`src/rtl/reg_writeback_queue.sv`:
```
// Writeback queue between execute and the register file write port: in-order FIFO,
// one registered write per cycle, plus read-after-write pending flags for decode.
module reg_writeback_queue #(
    parameter int DATA_W = 16,
    parameter int ADDR_W = 5,
    parameter int DEPTH  = 4
) (
    input  logic                       clk,
    input  logic                       rst,
    input  logic                       res_valid,
    output logic                       res_ready,
    input  logic [ADDR_W-1:0]          res_addr,
    input  logic [DATA_W-1:0]          res_data,
    input  logic                       wr_hold,
    input  logic                       flush,
    output logic                       reg_wr,
    output logic [ADDR_W-1:0]          reg_waddr,
    output logic [DATA_W-1:0]          reg_din,
    input  logic [ADDR_W-1:0]          chk_addr1,
    input  logic [ADDR_W-1:0]          chk_addr2,
    output logic                       chk_pend1,
    output logic                       chk_pend2,
    output logic [$clog2(DEPTH):0]     count
);

    localparam int PTR_W = $clog2(DEPTH);
    localparam int CNT_W = PTR_W + 1;

    logic [ADDR_W-1:0] addr_mem_r [DEPTH];
    logic [DATA_W-1:0] data_mem_r [DEPTH];
    logic [PTR_W-1:0]  rd_ptr_r;
    logic [PTR_W-1:0]  wr_ptr_r;
    logic [CNT_W-1:0]  count_r;
    logic              reg_wr_r;
    logic [ADDR_W-1:0] reg_waddr_r;
    logic [DATA_W-1:0] reg_din_r;

    logic              res_ready_s;
    logic              push_s;
    logic              pop_s;
    logic [DEPTH-1:0]  entry_valid_s;
    logic [PTR_W-1:0]  offset_s;
    logic              pend1_s;
    logic              pend2_s;

    assign res_ready_s = (count_r < CNT_W'(DEPTH)) && !rst;
    assign push_s      = res_valid && res_ready_s && !flush;
    assign pop_s       = (count_r != {CNT_W{1'b0}}) && !wr_hold && !flush;

    // Pointer, occupancy and registered write-port state.
    always_ff @(posedge clk) begin
        if (rst) begin
            rd_ptr_r    <= {PTR_W{1'b0}};
            wr_ptr_r    <= {PTR_W{1'b0}};
            count_r     <= {CNT_W{1'b0}};
            reg_wr_r    <= 1'b0;
            reg_waddr_r <= {ADDR_W{1'b0}};
            reg_din_r   <= {DATA_W{1'b0}};
        end else if (flush) begin
            rd_ptr_r <= {PTR_W{1'b0}};
            wr_ptr_r <= {PTR_W{1'b0}};
            count_r  <= {CNT_W{1'b0}};
            reg_wr_r <= 1'b0;
        end else begin
            if (push_s) begin
                wr_ptr_r <= wr_ptr_r + PTR_W'(1);
            end
            if (pop_s) begin
                rd_ptr_r    <= rd_ptr_r + PTR_W'(1);
                reg_wr_r    <= 1'b1;
                reg_waddr_r <= addr_mem_r[rd_ptr_r];
                reg_din_r   <= data_mem_r[rd_ptr_r];
            end else begin
                reg_wr_r <= 1'b0;
            end
            case ({push_s, pop_s})
                2'b10:   count_r <= count_r + CNT_W'(1);
                2'b01:   count_r <= count_r - CNT_W'(1);
                default: count_r <= count_r;
            endcase
        end
    end

    // Entry storage; stale slots are masked by occupancy, so no reset is needed.
    always_ff @(posedge clk) begin
        if (push_s) begin
            addr_mem_r[wr_ptr_r] <= res_addr;
            data_mem_r[wr_ptr_r] <= res_data;
        end
    end

    // An entry is live when its distance from the read pointer is below the occupancy.
    always_comb begin
        entry_valid_s = {DEPTH{1'b0}};
        offset_s      = {PTR_W{1'b0}};
        for (int i = 0; i < DEPTH; i++) begin
            offset_s         = PTR_W'(i) - rd_ptr_r;
            entry_valid_s[i] = ({1'b0, offset_s} < count_r);
        end
    end

    // Pending flags cover both queued entries and the write currently on the port.
    always_comb begin
        pend1_s = reg_wr_r && (reg_waddr_r == chk_addr1);
        pend2_s = reg_wr_r && (reg_waddr_r == chk_addr2);
        for (int i = 0; i < DEPTH; i++) begin
            pend1_s = pend1_s | (entry_valid_s[i] && (addr_mem_r[i] == chk_addr1));
            pend2_s = pend2_s | (entry_valid_s[i] && (addr_mem_r[i] == chk_addr2));
        end
    end

    assign res_ready = res_ready_s;
    assign reg_wr    = reg_wr_r;
    assign reg_waddr = reg_waddr_r;
    assign reg_din   = reg_din_r;
    assign chk_pend1 = pend1_s;
    assign chk_pend2 = pend2_s;
    assign count     = count_r;

endmodule

```
`config.mk`:
```
export PLATFORM = sky130hd
export DESIGN_NAME = reg_writeback_queue
export DESIGN_NICKNAME = d
export VERILOG_FILES = /design/src/rtl/reg_writeback_queue.sv
export SDC_FILE = /design/constraint.sdc
export NUM_CORES = 1
export LEC_CHECK = 0
export BUFFER_PORTS_ARGS = -buffer_cell sky130_fd_sc_hd__buf_2
export CORE_UTILIZATION = 62
export CTS_BUF_LIST = sky130_fd_sc_hd__clkbuf_8
export DETAILED_ROUTE_END_ITERATION = 16
export GPL_ROUTABILITY_DRIVEN = 0
export PLACE_DENSITY_LB_ADDON = 0.3
export SYNTH_ARGS = -nofsm -noshare
export SYNTH_HDL_FRONTEND = slang
export SYNTH_SLANG_ARGS = --single-unit
```
`constraint.sdc`:
```
create_clock -name clk -period 4.1 [get_ports clk]
set_input_delay 0.41 -clock clk [delete_from_list [all_inputs] [get_ports clk]]
set_output_delay 0.41 -clock clk [all_outputs]
set_load 0.01 [all_outputs]
```
# After elaboration in Yosys (flattened, before gate mapping)
# Memories as Yosys holds them, arrays and structs flattened. A register that Yosys moved wholly into a read port is not among the register bits.
# Cells that the tools add are included.
word_totals:
  mem_bits_rw: 84
  out_inout_bits: 28
  inputBits: 36
  wordCells: 66
  n_memories: 2
  ff_bits: 8
op_classes:
  n_reduce_logical: 22
  order_cmp: 5
  muxes: 4
  bitwise_logic: 9
  eq_ne: 12
  addsub: 8
memory_table:
  columns: ["memory", "words", "word_bits", "read_ports", "rd_clocked_by_memory_dff", "write_ports", "line", "source"]
  rows:
  - ["data_mem_r", 4, 16, 1, 1, 1, "30", "logic [DATA_W-1:0] data_mem_r [DEPTH];"]
  - ["addr_mem_r", 4, 5, 5, 1, 1, "29", "logic [ADDR_W-1:0] addr_mem_r [DEPTH];"]
op_table:
  columns: ["op", "n"]
  rows:
  - ["$eq 5x5->1", 10]
  - ["$logic_and 1x1->1", 15]
  - ["$lt 2x3->1", 4]
  - ["$or 1x1->1", 8]
  - ["$pmux 3 s2", 1]
  - ["$add 2x1->2 const B", 2]
  - ["$sub 1x2->2 const A", 2]
  - ["$sub 2x2->2 const A", 2]
  - ["$add 3x1->3 const B", 1]
  - ["$logic_not 1->1", 3]
  - ["$lt 3x3->1 const B", 1]
  - ["$mux 1", 3]
  - ["$reduce_bool 3->1", 1]
  - ["$sub 3x1->3 const B", 1]
  - ["$eq 2x1->1 const B", 1]
  - ["$eq 2x2->1 const B", 1]
  - ["$reduce_and 2->1", 1]
  - ["$reduce_bool 2->1", 1]
  - ["$reduce_or 2->1", 1]
  - ["$not 1->1", 1]

# Longest topological paths before layout
# Gate-level depths: netlist of run 1.
logic_depth:
  word_depth: 7
  mapped_depth: 11
  depth_no_buf: 9

# Worst setup path after synthesis of run 1
# No wires, ideal clock.
synth_timing:
  kind: "reg-to-reg"
  start: "register count_r[0] (netlist: count[0])"
  end: "register count_r[2] (netlist: count[2])"
  setup_ns: 0.070
  period_less_slack_ns: 2.343
  n_path_buf: 2
  path_slack_ns: 1.757
  t_required_ns: 4.030
  path_stages_with_launch: 12
  arrival_time_ns: 2.273
  cell_sequence: "dfxtp_1 nor3_1 or3_1 buf_6 clkinv_8 buf_12 ha_1 inv_1 fa_1 xor2_1 or3_1 a21oi_1"
synth_between:
  elab_cells_between_ends: 13
  classes_between: "add/sub: 2; order compare: 1; eq/ne: 2; mux: 1; reduce/logical: 7"
synth_rtl:
  columns: ["item", "line", "source"]
  rows:
  - ["start, declared", "33", "logic [CNT_W-1:0] count_r;"]
  - ["start signal, assigned", "55", "count_r <= {CNT_W{1'b0}};"]
  - ["start signal, assigned", "62", "count_r <= {CNT_W{1'b0}};"]
  - ["start signal, assigned", "77", "2'b10: count_r <= count_r + CNT_W'(1);"]
  - ["$reduce_bool 3->1 (*)", "48", "assign pop_s = (count_r != {CNT_W{1'b0}}) && !wr_hold && !flush;"]
  - ["$logic_and 1x1->1 (*) (2 in a row)", "48", null]
  - ["named net pop_s", "40", "logic pop_s;"]
  - ["$eq 2x1->1 or $eq 2x2->1 (tied branches)", "76", "case ({push_s, pop_s})"]
  - ["$pmux 3 s2 or $reduce_bool 2->1 (tied branches)", null, null]
# Mark *: on every way through the listed nets, which the timed path passes. The rest lies on a longest branch.
# A chain may end at the register's enable or synchronous reset.

# Final worst setup path of run 1
layout_timing:
  start: "register count_r[2] (netlist: count[2])"
  end: "register count_r[2] (netlist: count[2])"
layout_between:
  elab_chain_len: 6
  elab_cells_between_ends: 13
  classes_between: "add/sub: 2; order compare: 1; eq/ne: 2; mux: 1; reduce/logical: 7"
layout_rtl:
  columns: ["item", "line", "source"]
  rows:
  - ["$lt 3x3->1", "46", "assign res_ready_s = (count_r < CNT_W'(DEPTH)) && !rst;"]
  - ["$logic_and 1x1->1", "46", null]
  - ["$logic_and 1x1->1 (2 in a row)", "47", "assign push_s = res_valid && res_ready_s && !flush;"]
  - ["$eq 2x1->1 or $eq 2x2->1 (tied branches)", "76", null]
  - ["$pmux 3 s2 or $reduce_bool 2->1 (tied branches)", null, null]
# Several ways; a longest one is shown, not always the timed one.

==> out/results.ini, run 1 <==
[sta]
fin_skew_ps = 13.6
timing.slew.headroom_pct = 54.1
min_period_ps = 2730
final_critical_path_setup_slack_ps = 1370
final_max_slew_viol_count = 0
final.period_utilization_pct = 66.7
hold_viol_final = 0
grt_setup_unrepaired = no
worst_slew_pin_slew_ps = 688
achievable_clock_frequency_mhz = 366
total_setup_violations_reported_at_the_end_of_the_flow = 0
fin_tns_setup_ps = 0

[logic_synthesis]
synthTopCellsByArea = sky130_fd_sc_hd__edfxtp_1 (50%), sky130_fd_sc_hd__dfxtp_1 (11%), sky130_fd_sc_hd__mux4_2 (9.3%)
postSynth.asyncResetShare_pct = 0
synth_most_common_cell = sky130_fd_sc_hd__edfxtp_1
yosys.area.top_type_share_pct = 49.8
synth_sequential_area_ratio_pct = 61.2
netlist_area_mm2 = 0.00507
synth.ff_latch_count = 113
synth-warning-count = 0
post_synth_inst_count = 350
synth_largest_area_cell = sky130_fd_sc_hd__edfxtp_1
ys_dominant_reg_cell = sky130_fd_sc_hd__edfxtp_1
synth.avg_cell_area_um2 = 14.5
post_synth_num_cell_types = 33
synth_enable_flop_cells = 84
synth_common_cells = sky130_fd_sc_hd__edfxtp_1 (84), sky130_fd_sc_hd__nand2_1 (39), sky130_fd_sc_hd__xor2_1 (30)
synth_nets = 396

[clock_tree]
holdBufCountCts = 0
clkTransAtPathRegs_ps = 70
clk-insertion-delay-late_ps = 420
ctsHtreeMaxLevel = 4
numClockSinks = 113
ctsResizeCount = 0
tritoncts = yes
cts_made_buffers = 17
cts_setup_buffers = 0
clockRootBuffer = sky130_fd_sc_hd__clkbuf_8
clock_tree.buffer_depth = 2

[grt]
grt_pass1_vias = 3045
grt_first_pass_wirelength_um = 15300
grt_start_max_net_pins = 27
grt-ovfl-total = 0
antenna_found_initial = 0
grt_usage_pct = 25.0

[place]
detailed_place.area_mm2 = 0.00540
buffer_ports.inserted = 63
dp_hpwl_um = 6370
placedCellCount = 498
place_ws_ps = 1370

[critical_path]
timing.critical_path.mode_cell = sky130_fd_sc_hd__or3_1
cp_data_arrival_time_ps = 3080
path_max_fanout = 24
worst_path_max_delay_cell = sky130_fd_sc_hd__dfxtp_1
worst_ep_required_time_ps = 4450
cp.buffers_inverters = 3
timing.critical_path.cells = nor3_1 > or3_1 > buf_4 > clkinv_8 > ha_1 > inv_1 > fa_1 > xor2_1 > or3_1 > a21oi_1
setup.worst_path.end_class = flop
setup.worst_path.start_class = flop
critical_path_class = flop to flop
largest_delay_share_family_worst_path = simple AND/OR/NAND/NOR gates
critical-path-max-stage-delay_ps = 570

[routing]
num_vias = 2965
drt-vias-per-instance = 5.59
antenna_left = 0
drc = 0
drt-pass1-iter-count = 4
detail_route.wl_per_cell_um = 18.5
dr.first_iter.drc_count = 154
finalWirelength_um = 9820

[die]
x_dimension_of_the_die_um = 92.4
die_area_mm2 = 0.00854
floorplan.initialDensity_pct = 64.9
fp.coreArea_mm2 = 0.00781
rows = 32
io_pins = 64
die_height_um = 92.4

[run]
max_cap_violations = 0

[final_layout]
final_nets = 461
antenna_cells_inserted = 0
final_util_pct = 74.9
finalNonFillerCells = 530
drive_above_1_share_pct = 33.9
areaGrowthSynthToFinish_pct = 15.4
final.fill_count = 515
post-route-cell-area_mm2 = 0.00585

[pwr]
cellPowerDensity_mw_per_mm2 = 431
peakVddDrop_uv = 348
leakagePower_nw = 2.07

[hold_path]
min_path_type = input pin to flop

[run_status]
status = finished, final reports clean

-- cells in the final DEF (no fill, tap or decap), types with 2 or more instances in the layout --
cell type                   Yosys  final
sky130_fd_sc_hd__a21oi_2       19     19
sky130_fd_sc_hd__mux4_2        21     21
sky130_fd_sc_hd__nand2_2        4      4
sky130_fd_sc_hd__o31ai_1        4      4
sky130_fd_sc_hd__nand3_1        4      4
sky130_fd_sc_hd__edfxtp_1      84     84
sky130_fd_sc_hd__clkbuf_8       0     19
sky130_fd_sc_hd__clkinv_1       0      3
sky130_fd_sc_hd__nand4_1        2      2
sky130_fd_sc_hd__and2_1         4      4
sky130_fd_sc_hd__nor3_1         3      3
sky130_fd_sc_hd__buf_2         13     63
sky130_fd_sc_hd__ha_1           9      9
sky130_fd_sc_hd__bufinv_16      0      5
sky130_fd_sc_hd__dfxtp_1       29     28
sky130_fd_sc_hd__xnor2_1       26     26
sky130_fd_sc_hd__nand2_1       39     39
sky130_fd_sc_hd__xor2_1        30     30
sky130_fd_sc_hd__a21oi_1        8      8
sky130_fd_sc_hd__or3_1          4      4
sky130_fd_sc_hd__nor2_1        10     10
sky130_fd_sc_hd__buf_4          0      7
sky130_fd_sc_hd__o21bai_1       2      2
sky130_fd_sc_hd__nor4_1         4      4
sky130_fd_sc_hd__o2111ai_1      4      4
sky130_fd_sc_hd__inv_1          8      9
sky130_fd_sc_hd__clkinv_2       0      2
sky130_fd_sc_hd__nor2b_1        2      2
-- path summary, 6_finish.rpt --
path,startpoint,to,slack [ps],cells after the start
worst max-delay path,count[2],count[2],1370,10
worst min-delay path,res_data[3],data_mem_r[3][3],200,1
worst max register to register,count[2],count[2],1370,10
worst min register to register,reg_din[12],reg_din[12],470,2
-- worst register-to-register path, stage by stage, from the launching register on --
cell                       delay (ps)
sky130_fd_sc_hd__dfxtp_1          570
sky130_fd_sc_hd__nor3_1           110
sky130_fd_sc_hd__or3_1            320
sky130_fd_sc_hd__buf_4            250
sky130_fd_sc_hd__clkinv_8         170
sky130_fd_sc_hd__ha_1             200
sky130_fd_sc_hd__inv_1             60
sky130_fd_sc_hd__fa_1             370
sky130_fd_sc_hd__xor2_1           150
sky130_fd_sc_hd__or3_1            300
sky130_fd_sc_hd__a21oi_1          160
-- logic make-up (layout without fill, tap and decap cells) --
group | after synthesis | after routing | synth area share [%]
buffers and inverters | 33 | 111 | 4.24
XOR/XNOR | 56 | 56 | 9.67
AND/OR/NAND/NOR | 78 | 78 | 7.03
adder cells (fa/ha/maj) | 10 | 10 | 2.62
flip-flops | 113 | 113 | 61.2
multiplexers | 21 | 21 | 9.33
AO/OA/AOI/OAI | 39 | 39 | 5.90
-- state kept, by name, indices dropped and copies added, names as in the netlist --
| register | flops |
|---|---|
| addr_mem_r | 20 |
| reg_waddr | 5 |
| count | 3 |
| wr_ptr_r | 2 |
| data_mem_r | 64 |
| rd_ptr_r | 2 |
| reg_wr | 1 |
| reg_din | 16 |
-- layout make-up --
| class | instances | area, um2 | area share (%) |
|---|---|---|---|
| inverters | 9 | 46.3 | 0.791 |
| multi-input cells | 204 | 1750 | 29.9 |
| repair buffers | 70 | 368 | 6.29 |
| clock inverters | 13 | 191 | 3.27 |
| well taps | 102 | 128 | 2.18 |
| flip-flops and latches | 113 | 3100 | 53.1 |
| clock buffers | 19 | 262 | 4.47 |
-- per-stage QoR --
| step | power [mW] | hold slack (ps) |
|---|---|---|
| floorplan | 1.33 | 472 |
| global placement | 1.36 | 440 |
| detailed placement | 1.37 | 454 |
| CTS | 2.54 | 181 |
| global route | 2.59 | 187 |
| finish | 2.52 | 201 |
-- metal layers --
layer / GRT usage (%) / wire length, um / up-vias
met2: 41.9 / 5140 / 104
met3: 5.83 / 472 / 21
met4: 12.6 / 174 / 0
met5: 0 / 0 / -
met1: 30.5 / 4040 / 1444
li1: - / - / 1396
-- power by group --
part / switching, mW / internal [mW]
combinational: 0.0584 / 0.0411
sequential: 0.00626 / 1.24
clock: 0.429 / 0.746
total: 0.494 / 2.03
(Power assumes the default switching activity.)
==> inputs of run 2 (changes only) <==
--- a/config.mk
+++ b/config.mk
@@ -6,7 +6,7 @@
 export NUM_CORES = 1
 export LEC_CHECK = 0
 export BUFFER_PORTS_ARGS = -buffer_cell sky130_fd_sc_hd__buf_2
-export CORE_UTILIZATION = 62
+export CORE_UTILIZATION = 60
 export CTS_BUF_LIST = sky130_fd_sc_hd__clkbuf_8
 export DETAILED_ROUTE_END_ITERATION = 16
 export GPL_ROUTABILITY_DRIVEN = 0
==> constraint.sdc (replaced) <==
create_clock -name clk -period 2.8 [get_ports clk]
set_input_delay 0.28 -clock clk [delete_from_list [all_inputs] [get_ports clk]]
set_output_delay 0.28 -clock clk [all_outputs]
set_load 0.01 [all_outputs]
==> run 2 against run 1 <==
  * Cell count increased by 1.1%
  * Die area increased by 3.3%
  * Via count increased by 0.17%
  * Cell area increased by 0.15%
  * Global-route usage decreased by 1.3 points
  * Power increased by 44%
  * Sequential power increased by 46%
==> out/results.ini, run 2 (synthesis results as in run 1) <==
[place]
buffer_ports.inserted = 63
dp_hpwl_um = 6370
place_ws_ps = 396
detailed_place.area_mm2 = 0.00542

[final_layout]
final_common_cell = sky130_fd_sc_hd__edfxtp_1
final.fill_count = 542
post-route-cell-area_mm2 = 0.00586
largest_reg_flops = 64
final_nets = 464
antenna_cells_inserted = 0
max_flop_register = data_mem_r
areaGrowthSynthToFinish_pct = 15.6
final_cell_mix = sky130_fd_sc_hd__edfxtp_1 (84), sky130_fd_sc_hd__buf_2 (63), sky130_fd_sc_hd__nand2_1 (39)
drive_above_1_share_pct = 34.1

[die]
rows = 33
floorplan.initialDensity_pct = 61.7
fp.coreArea_mm2 = 0.00822
x_dimension_of_the_die_um = 93.9
die_area_mm2 = 0.00882
io_pins = 64
die_height_um = 93.9

[grt]
grt_first_pass_wirelength_um = 14900
grt_start_max_net_pins = 27
grt_usage_pct = 23.8
grt-ovfl-total = 0
antenna_found_initial = 0
grt_pass1_vias = 3001

[sta]
grt_setup_unrepaired = no
fin_tns_setup_ps = 0
achievable_clock_frequency_mhz = 398
worst_slew_pin_slew_ps = 482
hold_viol_final = 0
final.period_utilization_pct = 89.7
timing.slew.headroom_pct = 67.8
holdWs_ps = 82.0
min_period_ps = 2510
total_setup_violations_reported_at_the_end_of_the_flow = 0
fin_skew_ps = 6.68
final_max_slew_viol_count = 0
final_critical_path_setup_slack_ps = 287

[run]
max_cap_violations = 0

[routing]
drt-vias-per-instance = 5.54
finalWirelength_um = 9470
drc = 0
drt-pass1-iter-count = 4
num_vias = 2970
dr.first_iter.drc_count = 129
antenna_left = 0
detail_route.wl_per_cell_um = 17.7

[critical_path]
setup.worst_path.start_class = flop
worst_ep_required_time_ps = 2520
crit_path_start = rd_ptr_r[0]
rr_startpoint = count[0]
cp_data_arrival_time_ps = 2230
critical_path_class = flop to output port
path_max_fanout = 26
setup.worst_path.end_class = output port

[clock_tree]
ctsResizeCount = 0
tritoncts = yes
numClockSinks = 113
holdBufCountCts = 0
clock_tree.buffer_depth = 2
cts_made_buffers = 17
cts_setup_buffers = 0
ctsHtreeMaxLevel = 4
clockRootBuffer = sky130_fd_sc_hd__clkbuf_8
clkTransAtPathRegs_ps = 70
clk-insertion-delay-late_ps = 410

[pwr]
leakagePower_nw = 2.09
cellPowerDensity_mw_per_mm2 = 618
total_power_mw = 3.62
peakVddDrop_uv = 400

[hold_path]
hold_path_startpoint = res_data[10]
min_path_type = input pin to flop

[run_status]
status = finished, final reports clean

-- run 2: report_power, final --
group / switching, mW / internal [mW] / leakage, nW / total (mW)
logic: 0.0877 / 0.0612 / 0.858 / 0.149
clock network: 0.609 / 1.04 / 0.236 / 1.65
registers: 0.00834 / 1.81 / 0.993 / 1.82
total: 0.705 / 2.92 / 2.09 / 3.62
-- run 2: per-stage QoR --
step,util (%),std cells
after global routing,71.3,536
final,71.3,536
after floorplan,-,350
after global placement,66.0,504
after detailed placement,66.0,504
after CTS,71.3,536
-- run 2: critical path, cell delays in order, from the launching register on --
cell and delay, ps:
sky130_fd_sc_hd__dfxtp_2 330, sky130_fd_sc_hd__buf_4 420, sky130_fd_sc_hd__nand2b_1 210, sky130_fd_sc_hd__a21oi_1 110, sky130_fd_sc_hd__o2111ai_1 190, sky130_fd_sc_hd__o31ai_1 80
sky130_fd_sc_hd__or3_1 350, sky130_fd_sc_hd__buf_2 150
-- run 2: layer usage --
| metal | vias up | share of wire (%) | GRT usage, % |
|---|---|---|---|
| met4 | 0 | 1.2 | 8.72 |
| li1 | 1398 | - | - |
| met3 | 11 | 3.9 | 6.23 |
| met2 | 85 | 52 | 40.1 |
| met5 | - | 0 | 0 |
| met1 | 1476 | 43 | 29.5 |
-- run 2: path summary, 6_finish.rpt --
kind	endpoint	slack [ps]	cells past startpoint
min reg2reg	reg_din[12]	460	2
max reg2reg	count[2]	400	9
min	data_mem_r[1][10]	80	1
max	chk_pend1	290	7
-- run 2: layout make-up --
| class | instances | area (um2) | share of cell area [%] |
|---|---|---|---|
| clock buffers | 17 | 234 | 3.99 |
| repair buffers | 73 | 390 | 6.66 |
| inverters | 9 | 46.3 | 0.790 |
| flip-flops and latches | 113 | 3100 | 53.0 |
| clock inverters | 15 | 201 | 3.44 |
| well taps | 105 | 131 | 2.24 |
| multi-input cells | 204 | 1750 | 29.9 |
==> inputs of run 3 (changes only) <==
--- a/config.mk
+++ b/config.mk
@@ -11,6 +11,7 @@
 export DETAILED_ROUTE_END_ITERATION = 16
 export GPL_ROUTABILITY_DRIVEN = 0
 export PLACE_DENSITY_LB_ADDON = 0.3
+export SETUP_SLACK_MARGIN = 0.05
 export SYNTH_ARGS = -nofsm -noshare
 export SYNTH_HDL_FRONTEND = slang
 export SYNTH_SLANG_ARGS = --single-unit
==> constraint.sdc (replaced) <==
create_clock -name clk -period 2.36 [get_ports clk]
set_input_delay 0.236 -clock clk [delete_from_list [all_inputs] [get_ports clk]]
set_output_delay 0.236 -clock clk [all_outputs]
set_load 0.01 [all_outputs]
==> run 3 against run 2 <==
  * Via count up 3.5%
  * Global-route usage increased by 0.89 points
  * Critical path depth is 1 higher
==> out/results.ini, run 3 (synthesis results as in run 1) <==
[run_status]
status = finished, final reports clean

[critical_path]
timing.critical_path.cells = xnor2_4 > inv_2 > ha_4 > a21oi_4 > o2111ai_2 > o31ai_1 > or3_1 > buf_2
path_max_fanout = 4
crit_path_start = rd_ptr_r[1]
setup.worst_path.start_class = flop
setup.worst_path.end_class = output port
worst_path_max_delay_cell = sky130_fd_sc_hd__dfxtp_4
critical-path-max-stage-delay_ps = 370
critical_path_class = flop to output port
rr_startpoint = count[1]
cp_data_arrival_time_ps = 2110
worst_ep_required_time_ps = 2120

[clock_tree]
clock_tree.buffer_depth = 2
holdBufCountCts = 0
clk-insertion-delay-late_ps = 420
numClockSinks = 113
cts_made_buffers = 17
clkTransAtPathRegs_ps = 70
ctsHtreeMaxLevel = 4
tritoncts = yes
clockRootBuffer = sky130_fd_sc_hd__clkbuf_8

[routing]
dr.first_iter.drc_count = 167
finalWirelength_um = 9990
drt-pass1-iter-count = 5
detail_route.wl_per_cell_um = 18.5
drc = 0
antenna_left = 0
num_vias = 3073
drt-vias-per-instance = 5.69

[final_layout]
finalNonFillerCells = 540
final_cell_mix = sky130_fd_sc_hd__edfxtp_1 (84), sky130_fd_sc_hd__buf_2 (63), sky130_fd_sc_hd__nand2_1 (39)
sequential_cell_area_mm2 = 0.00311
max_flop_register = data_mem_r
drive_above_1_share_pct = 40.5
antenna_cells_inserted = 0
areaGrowthSynthToFinish_pct = 18.1
largest_reg_flops = 64
final_common_cell = sky130_fd_sc_hd__edfxtp_1
final_util_pct = 72.9
final.fill_count = 531
multi_input_area_mm2 = 0.00187
final_nets = 468

[pwr]
cellInternalPower_mw = 3.27
share_clk_of_total_power_pct = 43.8
power.share.switching_pct = 21.8
p_comb_share_pct = 4.4
leakagePower_nw = 2.11
cellPowerDensity_mw_per_mm2 = 697
peakVddDrop_uv = 492
p_sw_mw = 0.911
power.sequential.fraction_pct = 51.8

[sta]
achievable_clock_frequency_mhz = 425
final_critical_path_setup_slack_ps = 9.33
timing.slew.headroom_pct = 73.2
hold_viol_final = 0
grt_setup_unrepaired = yes
worst_slew_pin_slew_ps = 402
fin_tns_setup_ps = 0
min_period_ps = 2350
holdWs_ps = 29.1
fin_skew_ps = 9.25
total_setup_violations_reported_at_the_end_of_the_flow = 0
final.period_utilization_pct = 99.6
final_max_slew_viol_count = 0

[place]
dp_hpwl_um = 6480
place_ws_ps = 147
placedCellCount = 507
buffer_ports.inserted = 63

[hold_path]
hold_path_startpoint = res_data[3]
min_path_type = input pin to flop

[die]
floorplan.initialDensity_pct = 61.7
rows = 33
die_height_um = 93.9
io_pins = 64
die_area_mm2 = 0.00882
x_dimension_of_the_die_um = 93.9
fp.coreArea_mm2 = 0.00822

[grt]
grt_start_max_net_pins = 24
grt_first_pass_wirelength_um = 15400
grt-ovfl-total = 0
grt_usage_pct = 24.6
antenna_found_initial = 0
grt_pass1_vias = 3120

[run]
max_cap_violations = 0

[run 3: changes by cell type in the layout (fill, tap and decap cells not counted), moves of 3 or more]
cell,delta
sky130_fd_sc_hd__buf_4,+3
sky130_fd_sc_hd__dfxtp_1,-3
sky130_fd_sc_hd__ha_1,-4
sky130_fd_sc_hd__ha_4,+3
sky130_fd_sc_hd__inv_1,-6
[run 3: area by class of cell]
cell class / count / share of cell area [%]
repair buffers: 77 / 7.08
multi-input cells: 204 / 31.3
clock buffers: 17 / 3.91
flip-flops and latches: 113 / 51.9
clock inverters: 15 / 2.82
well taps: 105 / 2.19
inverters: 9 / 0.815
[run 3: critical path, delay by kind of cell (launching register included)]
family | cells | cell delay, ps
DFF | 1 | 370
xor gates and xnor gates | 1 | 200
buffers and inverters | 2 | 220
adders and majority gates | 1 | 270
and+or+nand+nor | 1 | 350
AOI/OAI and AO/OA | 3 | 280
[run 3: path summary, 6_finish.rpt]
path | endpoint | slack, ps | cells past startpoint
worst max register to register | count[2] | 190 | 10
worst min register to register | reg_din[12] | 460 | 2
worst min-delay path | data_mem_r[2][3] | 30 | 1
worst max-delay path | chk_pend2 | 9 | 8
[run 3: metal layers]
metal	global-route usage (%)	vias up	wire length, um
met4	10.4	0	177
met1	28.9	1535	3910
met5	0	-	0
li1	-	1411	-
met3	6.47	16	597
met2	42.8	111	5310
[run 3: what timing repair did]
item / in CTS / in global routing
setup endpoints to repair: 2 / 3
gates resized for setup: 17 / 10
pin swaps: 9 / 9
gates cloned: 0 / 0
buffers inserted: 1 / 0
[run 3: power by group through the flow]
stage	combinational (mW)	clock (mW)	sequential, mW
after detailed placement	0.178	0	2.21
after CTS	0.182	1.85	2.16
after floorplan	0.109	0	2.20
final	0.185	1.83	2.16
after global placement	0.171	0	2.20
after global routing	0.201	1.93	2.16
[run 3: metrics by stage]
stage,cell area [um2],total power [mW]
5_1_grt,5990,4.30
3_3_place_gp,5450,2.37
4_1_cts,5910,4.20
3_5_place_dp,5450,2.38
6_report,5990,4.18
2_1_floorplan,5070,2.31
